**src/rtl/cacheline_adaptor.sv**
```systemverilog
// Cache-line <-> 4-beat 64-bit burst adaptor between the cache controller and physical memory.
// Optional idle-beat watchdog compiled in with `define CACHELINE_ADAPTOR_TIMEOUT_EN.
module cacheline_adaptor #(
   parameter int unsigned TIMEOUT_CYCLES = 255
) (
   input  logic         clk,
   input  logic         rst,
   input  logic [255:0] line_i,
   output logic [255:0] line_o,
   input  logic [31:0]  address_i,
   input  logic         read_i,
   input  logic         write_i,
   output logic         resp_o,
   output logic         err_o,
   input  logic [63:0]  burst_i,
   output logic [63:0]  burst_o,
   output logic [31:0]  address_o,
   output logic         read_o,
   output logic         write_o,
   input  logic         resp_i
);

`ifdef CACHELINE_ADAPTOR_TIMEOUT_EN
   typedef enum logic [2:0] {StIdle, StRd, StWr, StDone, StErr} state_t;
   localparam int unsigned WdogW = $clog2(TIMEOUT_CYCLES + 1);
`else
   typedef enum logic [2:0] {StIdle, StRd, StWr, StDone} state_t;
`endif

   state_t         r_state, w_state_nxt;
   logic [1:0]     r_cnt, w_cnt_nxt;
   logic [255:0]   r_buf, w_buf_nxt;
   logic [255:0]   r_line, w_line_nxt;
   logic [31:0]    r_addr, w_addr_nxt;
   logic           r_read, w_read_nxt;
   logic           r_write, w_write_nxt;
   logic           r_resp, w_resp_nxt;
   logic           w_unused;

`ifdef CACHELINE_ADAPTOR_TIMEOUT_EN
   logic             r_err, w_err_nxt;
   logic [WdogW-1:0] r_wdog, w_wdog_nxt;
   assign w_unused = ^address_i[4:0];
`else
   assign w_unused = ^address_i[4:0] ^ (TIMEOUT_CYCLES == 0);
`endif

   always_ff @(posedge clk or posedge rst) begin
      if (rst) begin
         r_state <= StIdle;
         r_cnt   <= 2'd0;
         r_buf   <= '0;
         r_line  <= '0;
         r_addr  <= '0;
         r_read  <= 1'b0;
         r_write <= 1'b0;
         r_resp  <= 1'b0;
`ifdef CACHELINE_ADAPTOR_TIMEOUT_EN
         r_err   <= 1'b0;
         r_wdog  <= '0;
`endif
      end else begin
         r_state <= w_state_nxt;
         r_cnt   <= w_cnt_nxt;
         r_buf   <= w_buf_nxt;
         r_line  <= w_line_nxt;
         r_addr  <= w_addr_nxt;
         r_read  <= w_read_nxt;
         r_write <= w_write_nxt;
         r_resp  <= w_resp_nxt;
`ifdef CACHELINE_ADAPTOR_TIMEOUT_EN
         r_err   <= w_err_nxt;
         r_wdog  <= w_wdog_nxt;
`endif
      end
   end

   always_comb begin
      w_state_nxt = r_state;
      w_cnt_nxt   = r_cnt;
      w_buf_nxt   = r_buf;
      w_line_nxt  = r_line;
      w_addr_nxt  = r_addr;
      w_read_nxt  = r_read;
      w_write_nxt = r_write;
      w_resp_nxt  = 1'b0;
`ifdef CACHELINE_ADAPTOR_TIMEOUT_EN
      w_err_nxt   = 1'b0;
      w_wdog_nxt  = r_wdog;
`endif
      unique case (r_state)
         StIdle: begin
            // Write wins when both requests are raised together.
            if (write_i) begin
               w_buf_nxt   = line_i;
               w_addr_nxt  = {address_i[31:5], 5'b0};
               w_write_nxt = 1'b1;
               w_cnt_nxt   = 2'd0;
               w_state_nxt = StWr;
`ifdef CACHELINE_ADAPTOR_TIMEOUT_EN
               w_wdog_nxt  = '0;
`endif
            end else if (read_i) begin
               w_addr_nxt  = {address_i[31:5], 5'b0};
               w_read_nxt  = 1'b1;
               w_cnt_nxt   = 2'd0;
               w_state_nxt = StRd;
`ifdef CACHELINE_ADAPTOR_TIMEOUT_EN
               w_wdog_nxt  = '0;
`endif
            end
         end
         StRd, StWr: begin
            if (resp_i) begin
               if (r_state == StRd) begin
                  w_buf_nxt[64*r_cnt +: 64] = burst_i;
               end
               w_cnt_nxt = r_cnt + 2'd1;
`ifdef CACHELINE_ADAPTOR_TIMEOUT_EN
               w_wdog_nxt = '0;
`endif
               if (r_cnt == 2'd3) begin
                  w_read_nxt  = 1'b0;
                  w_write_nxt = 1'b0;
                  w_resp_nxt  = 1'b1;
                  w_state_nxt = StDone;
                  // Fill line becomes visible only once complete.
                  if (r_state == StRd) begin
                     w_line_nxt = w_buf_nxt;
                  end
               end
            end
`ifdef CACHELINE_ADAPTOR_TIMEOUT_EN
            else if (r_wdog == WdogW'(TIMEOUT_CYCLES - 1)) begin
               w_read_nxt  = 1'b0;
               w_write_nxt = 1'b0;
               w_err_nxt   = 1'b1;
               w_cnt_nxt   = 2'd0;
               w_state_nxt = StErr;
            end else begin
               w_wdog_nxt = r_wdog + WdogW'(1);
            end
`endif
         end
         StDone: w_state_nxt = StIdle;
`ifdef CACHELINE_ADAPTOR_TIMEOUT_EN
         StErr:  w_state_nxt = StIdle;
`endif
         default: w_state_nxt = StIdle;
      endcase
   end

   assign line_o    = r_line;
   assign address_o = r_addr;
   assign read_o    = r_read;
   assign write_o   = r_write;
   assign resp_o    = r_resp;
   assign burst_o   = r_write ? r_buf[64*r_cnt +: 64] : 64'd0;
`ifdef CACHELINE_ADAPTOR_TIMEOUT_EN
   assign err_o     = r_err;
`else
   assign err_o     = 1'b0;
`endif

endmodule

```
**config.mk**
```make
export PLATFORM = sky130hd
export DESIGN_NAME = cacheline_adaptor
export DESIGN_NICKNAME = d
export VERILOG_FILES = /design/src/rtl/cacheline_adaptor.sv
export SDC_FILE = /design/constraint.sdc
export NUM_CORES = 1
export LEC_CHECK = 0
export CAP_MARGIN = 25
export CORE_MARGIN = 5
export CORE_UTILIZATION = 35
export DETAILED_ROUTE_END_ITERATION = 16
export GPL_ROUTABILITY_DRIVEN = 0
export GPL_TIMING_DRIVEN = 0
export SLEW_MARGIN = 20
export SYNTH_ARGS = -nofsm -noshare
export SYNTH_HDL_FRONTEND = slang
export SYNTH_SLANG_ARGS = --single-unit
```
**constraint.sdc**
```tcl
create_clock -name clk -period 46.1 [get_ports clk]
set_clock_uncertainty 0.15 [all_clocks]
set_input_delay 4.61 -clock clk [delete_from_list [all_inputs] [get_ports clk]]
set_output_delay 4.61 -clock clk [all_outputs]
set_load 0.05 [all_outputs]
```
==> results of run 1 <==
worst max-delay path: stages (launching register included):
cell and delay (ps):
dfrtp_1 490, buf_2 490, buf_1 670, mux4_2 330
and2_1 170, clkdlybuf4s50_1 880
kinds of logic (layout without fill, tap and decap cells):
group	count (synthesis)	in the layout	share of synthesized area, %
AO/OA/AOI/OAI	1055	1055	24.1
AND/OR/NAND/NOR	1042	1042	17.6
flip-flops	546	546	46.6
buffers and inverters	345	1172	5.25
multiplexers	96	96	6.13
adder cells (fa/ha/maj)	8	8	0.341
other	1	26	0.0128
flip-flops by register name, summed over array words and instances, names as in the netlist:
| name | cells |
|---|---|
| resp_o | 1 |
| line_o | 256 |
| address_o | 27 |
| r_state | 2 |
| r_cnt | 2 |
| read_o | 1 |
| r_buf | 256 |
| write_o | 1 |
per-stage QoR:
stage | utilization (%) | std cells | instance area, sq um | setup WS, ps | power [mW]
floorplan | - | 3098 | 29300 | 26080 | 1.79
detailed placement | 45.5 | 4888 | 38000 | 38260 | 2.43
global route | 48.2 | 5015 | 40200 | 37710 | 3.12
global placement | 45.2 | 4879 | 37700 | 17960 | 2.41
CTS | 48.2 | 5005 | 40200 | 37730 | 2.98
finish | 48.3 | 5025 | 40300 | 37660 | 3.00
cell type report:
type / instances / area, sq um / area share, %
multi-input cells: 2207 / 14100 / 35.1
flip-flops and latches: 546 / 13700 / 33.9
repair buffers: 710 / 7260 / 18.0
clock buffers: 100 / 2030 / 5.05
plain buffers: 335 / 1510 / 3.75
well taps: 1080 / 1350 / 3.36
clock inverters: 17 / 196 / 0.488
diodes: 20 / 50.0 / 0.124
inverters: 10 / 45.0 / 0.112
path summary, 6_finish.rpt:
check	end	start	slack [ps]	cells past startpoint
max reg2reg	r_buf[44]	r_cnt[1]	41540	9
max	burst_o[34]	r_cnt[1]	37660	5
min in group asynchronous	line_o[131]	rst	4230	2
max in group asynchronous	r_buf[170]	rst	39620	6
min reg2reg	line_o[48]	line_o[48]	330	2
min	line_o[48]	line_o[48]	330	2
synthesized netlist by cell type (68+ instances only):
library cell  count
o21ai_0         236
o221ai_1        238
dfrtp_1         546
nand3_1          68
and3_1          134
nor2b_1         243
clkbuf_1        175
buf_2           123
a22oi_1         128
nand2_1         514
a21oi_1         238
routing by layer:
metal  track usage, %  share of wire [%]  routed length [microns]
met2             52.3                 46                    71400
met3             7.94                9.4                    14600
met4             15.7                5.2                     8120
met5                0              0.046                       71
met1             42.9                 39                    60600
power breakdown:
part	internal (mW)	switching [mW]
logic	0.572	1.07
clock network	0.322	0.225
registers	0.648	0.165
==> flow_metrics.tcl, run 1 <==
set metrics [dict create \
    ys_async_sr_fraction_pct 100 \
    netlist.area_leader.share_pct 46.6 \
    cp_max_fo 10 \
    hold_viol 0 \
    nFillCells 7986 \
    synthTopCellsByArea "dfrtp_1 47%, o221ai_1 7.1%, nand2_1 6.6%" \
    htreeDepth 3 \
    syn_area_per_cell_sq_um 9.48 \
    outcome "complete, no violations" \
    clockRootBuffer "clkbuf_16" \
    ant_nets 0 \
    synth_edf_count 0 \
    fp.dieH_microns 299 \
    rows 106 \
    grt_pass1_vias 29700 \
    yosysWarningCount 0 \
    core_sq_um 83400 \
    viasPerCell 6.08 \
    worstMarginPinSlew_ps 1160 \
    io_pins 713 \
    die_w_microns 299 \
    period_needed_ps 8440 \
    synth_flop_cell "dfrtp_1" \
    drcViolationCount 0 \
    cts_sinks 546 \
    yosys.area.top_type "dfrtp_1" \
    grt-ovfl-total 0 \
    pwr_density_cell_nw_per_um2 74.6 \
    ir_drop_uv 44.1 \
    layout_common_cells "701 x clkdlybuf4s50_1, 546 x dfrtp_1, 513 x nand2_1" \
    critPathLaunchType "flop" \
    nets 4242 \
    clock_latency_ps 630 \
    final_common_cell "clkdlybuf4s50_1" \
    crit_type "reg2out" \
    cts_tree "yes" \
    ys_seq_area_share_pct 46.6 \
    clock.fmax_mhz 118 \
    drive_gt1_share_pct 9.30 \
    max-cap-violations 0 \
    vias 30500 \
    p_leak_nw 16.3 \
    start_util_pct 35.2 \
    required_ps 41340 \
    synth_area_sq_um 29300 \
    hpwl_mm 116 \
    clkSlewWorstSetupHoldPaths_ps 60 \
    area_growth_syn_to_layout_pct 37.3 \
    cts_resized 0 \
    grt_pass1_wl_mm 219 \
    holdWs_ps 327 \
    grt_use_total_pct 33.1 \
    synthCells 3093 \
    timing.slew.headroom_pct 22.6 \
    grt_antenna_before_repair 24 \
    hp-class "reg2reg" \
    setup_viol 0 \
    drtPass1Iterations 6 \
    postCtsSetupBuffers 0 \
    tns_ps 0 \
    yosysUniqueCellTypes 51 \
    ctsHoldBuffers 0 \
    drt_iter0_markers 3502 \
    numPortBuffers 701 \
    cts_inserted_buffers 67 \
    drt_wl_total_mm 155 \
    final-max-slew-violation-count 0 \
    fin_crit_sh_pct 18.3 \
    dieArea_sq_um 89700 \
    ys_seq_elements 546 \
    cp.arrival_ps 3680 \
    endpoint_kind "output pin" \
    wl_per_cell_microns 30.8 \
    grt_max_degree 94 \
    clockBufferDepth 3 \
    rsz0062_at_grt "no" \
]
Power figures use the tool's default switching activity.
==> inputs of run 2 (changes only) <==
Clock period 46.1 ns to 8.7 ns, I/O delays scaled along.
==> run 2 against run 1 <==
- sequential share of layout area decreased by 0.18 points
- cell area increased by 0.55%
- critical path type unchanged
- first-iteration DRC count decreased by 5.7%
- sequential cell count unchanged
- clock-buffer cell count decreased by 3
- routed wire length decreased by 0.59%
- largest power group unchanged
==> flow_metrics.tcl, run 2 (synthesis gave the netlist of run 1 again) <==
set metrics [dict create \
    outcome "complete, no violations" \
    max-cap-violations 0 \
    grt_antenna_before_repair 28 \
    drt_wl_total_mm 154 \
    hold_viol 0 \
    p_leak_nw 16.4 \
    io_pins 713 \
    hp-class "reg2reg" \
    cts_sinks 546 \
    rsz0062_at_grt "no" \
    cts_inserted_buffers 67 \
    slowest_delay_ps 850 \
    postCtsSetupBuffers 0 \
    endpoint_kind "output pin" \
    die_w_microns 299 \
    clock.fmax_mhz 215 \
    final-max-slew-violation-count 0 \
    grt_use_total_pct 32.9 \
    dieArea_sq_um 89700 \
    fp.dieH_microns 299 \
    cts_resized 0 \
    cp.arrival_ps 3630 \
    ctsHoldBuffers 0 \
    internal_power_mw 8.15 \
    drt_iter0_markers 3304 \
    clockBufferDepth 3 \
    timing.slew.headroom_pct 29.2 \
    numPortBuffers 701 \
    vias 30500 \
    start_util_pct 35.2 \
    period_needed_ps 4650 \
    core_sq_um 83400 \
    ant_nets 0 \
    pwr-share-seq_pct 27.2 \
    worstMarginPinSlew_ps 1060 \
    p_sw_mw 7.72 \
    htreeDepth 3 \
    drive_gt1_share_pct 9.52 \
    grt-ovfl-total 0 \
    tns_ps 0 \
    cts_tree "yes" \
    critPathLaunchType "flop" \
    grt_pass1_vias 30200 \
    drtPass1Iterations 6 \
    layout_common_cells "701 x clkdlybuf4s50_1, 546 x dfrtp_1, 513 x nand2_1" \
    area_growth_syn_to_layout_pct 38.0 \
    pwr_density_cell_nw_per_um2 392 \
    cp_slowest_cell "clkdlybuf4s50_1" \
    nets 4257 \
    fin_crit_sh_pct 53.4 \
    viasPerCell 6.06 \
    combPwrFrac_pct 54.7 \
    clockRootBuffer "clkbuf_16" \
    clkSlewWorstSetupHoldPaths_ps 60 \
    clock_latency_ps 620 \
    path_cells "buf_2 > clkbuf_1 > mux4_2 > and2_1 > clkdlybuf4s50_1" \
    switching_share_pct 48.7 \
    setup_viol 0 \
    final_common_cell "clkdlybuf4s50_1" \
    final_area_sq_um 40500 \
    clkPwrFrac_pct 18.1 \
    postPlaceCellArea_sq_um 38200 \
    cp_max_fo 10 \
    hpwl_mm 117 \
    wl_per_cell_microns 30.5 \
    drcViolationCount 0 \
    crit_type "reg2out" \
    required_ps 7680 \
    grt_max_degree 32 \
    grt_pass1_wl_mm 219 \
    ir_drop_uv 202 \
    rows 106 \
]
-- run 2: path summary, 6_finish.rpt --
check / end / slack [ps] / from / depth (start not counted)
max in group asynchronous: line_o[98] / 6230 / rst / 7
min in group asynchronous: line_o[127] / 570 / rst / 2
worst min-delay path: line_o[141] / 330 / line_o[141] / 2
worst min register to register: line_o[141] / 330 / line_o[141] / 2
worst max-delay path: burst_o[27] / 4050 / r_cnt[1] / 5
worst max register to register: r_buf[57] / 4210 / r_cnt[1] / 9
-- run 2: per-layer routing --
metal / wire length [microns] / up-vias / global-route usage [%]
li1: - / 13000 / -
met1: 59800 / 15300 / 42.6
met2: 71300 / 1916 / 52.6
met3: 14700 / 360 / 7.07
met4: 8080 / 4 / 16.1
met5: 26 / - / 0
-- run 2: final cells by class --
type / count / area, sq um
Fill cell: 7845 / 42900
Multi-Input combinational cell: 2207 / 14100
Sequential cell: 546 / 13700
Timing Repair Buffer: 725 / 7520
Clock buffer: 97 / 1960
Buffer: 335 / 1510
Tap cell: 1080 / 1350
Clock inverter: 20 / 221
Antenna cell: 24 / 60.1
Inverter: 10 / 41.3
-- run 2: critical path: cells and delay by family, from the launching register on --
family	cells	cell delay (ps)
multiplexers	1	320
buffers and inverters	3	1940
flip-flops	1	500
AND/OR/NAND/NOR	1	240
-- run 2: through the flow --
step	util [%]	setup slack, ps	hold slack [ps]	cells	power, mW
after global placement	45.2	-4010	312	4879	12.7
after floorplan	-	252	301	3098	9.49
after global routing	48.5	4020	347	5034	16.5
final	48.5	4050	327	5044	15.9
after CTS	48.4	4050	332	5019	15.7
after detailed placement	45.8	4270	319	4902	12.9
-- run 2: power by group through the flow --
stage                     logic, mW  clock network, mW  registers [mW]
after floorplan                4.43                  0            5.06
after global placement         8.43                  0            4.28
after detailed placement       8.57                  0            4.30
after CTS                      8.59               2.89            4.27
after global routing           9.16               3.00            4.39
final                          8.69               2.87            4.32
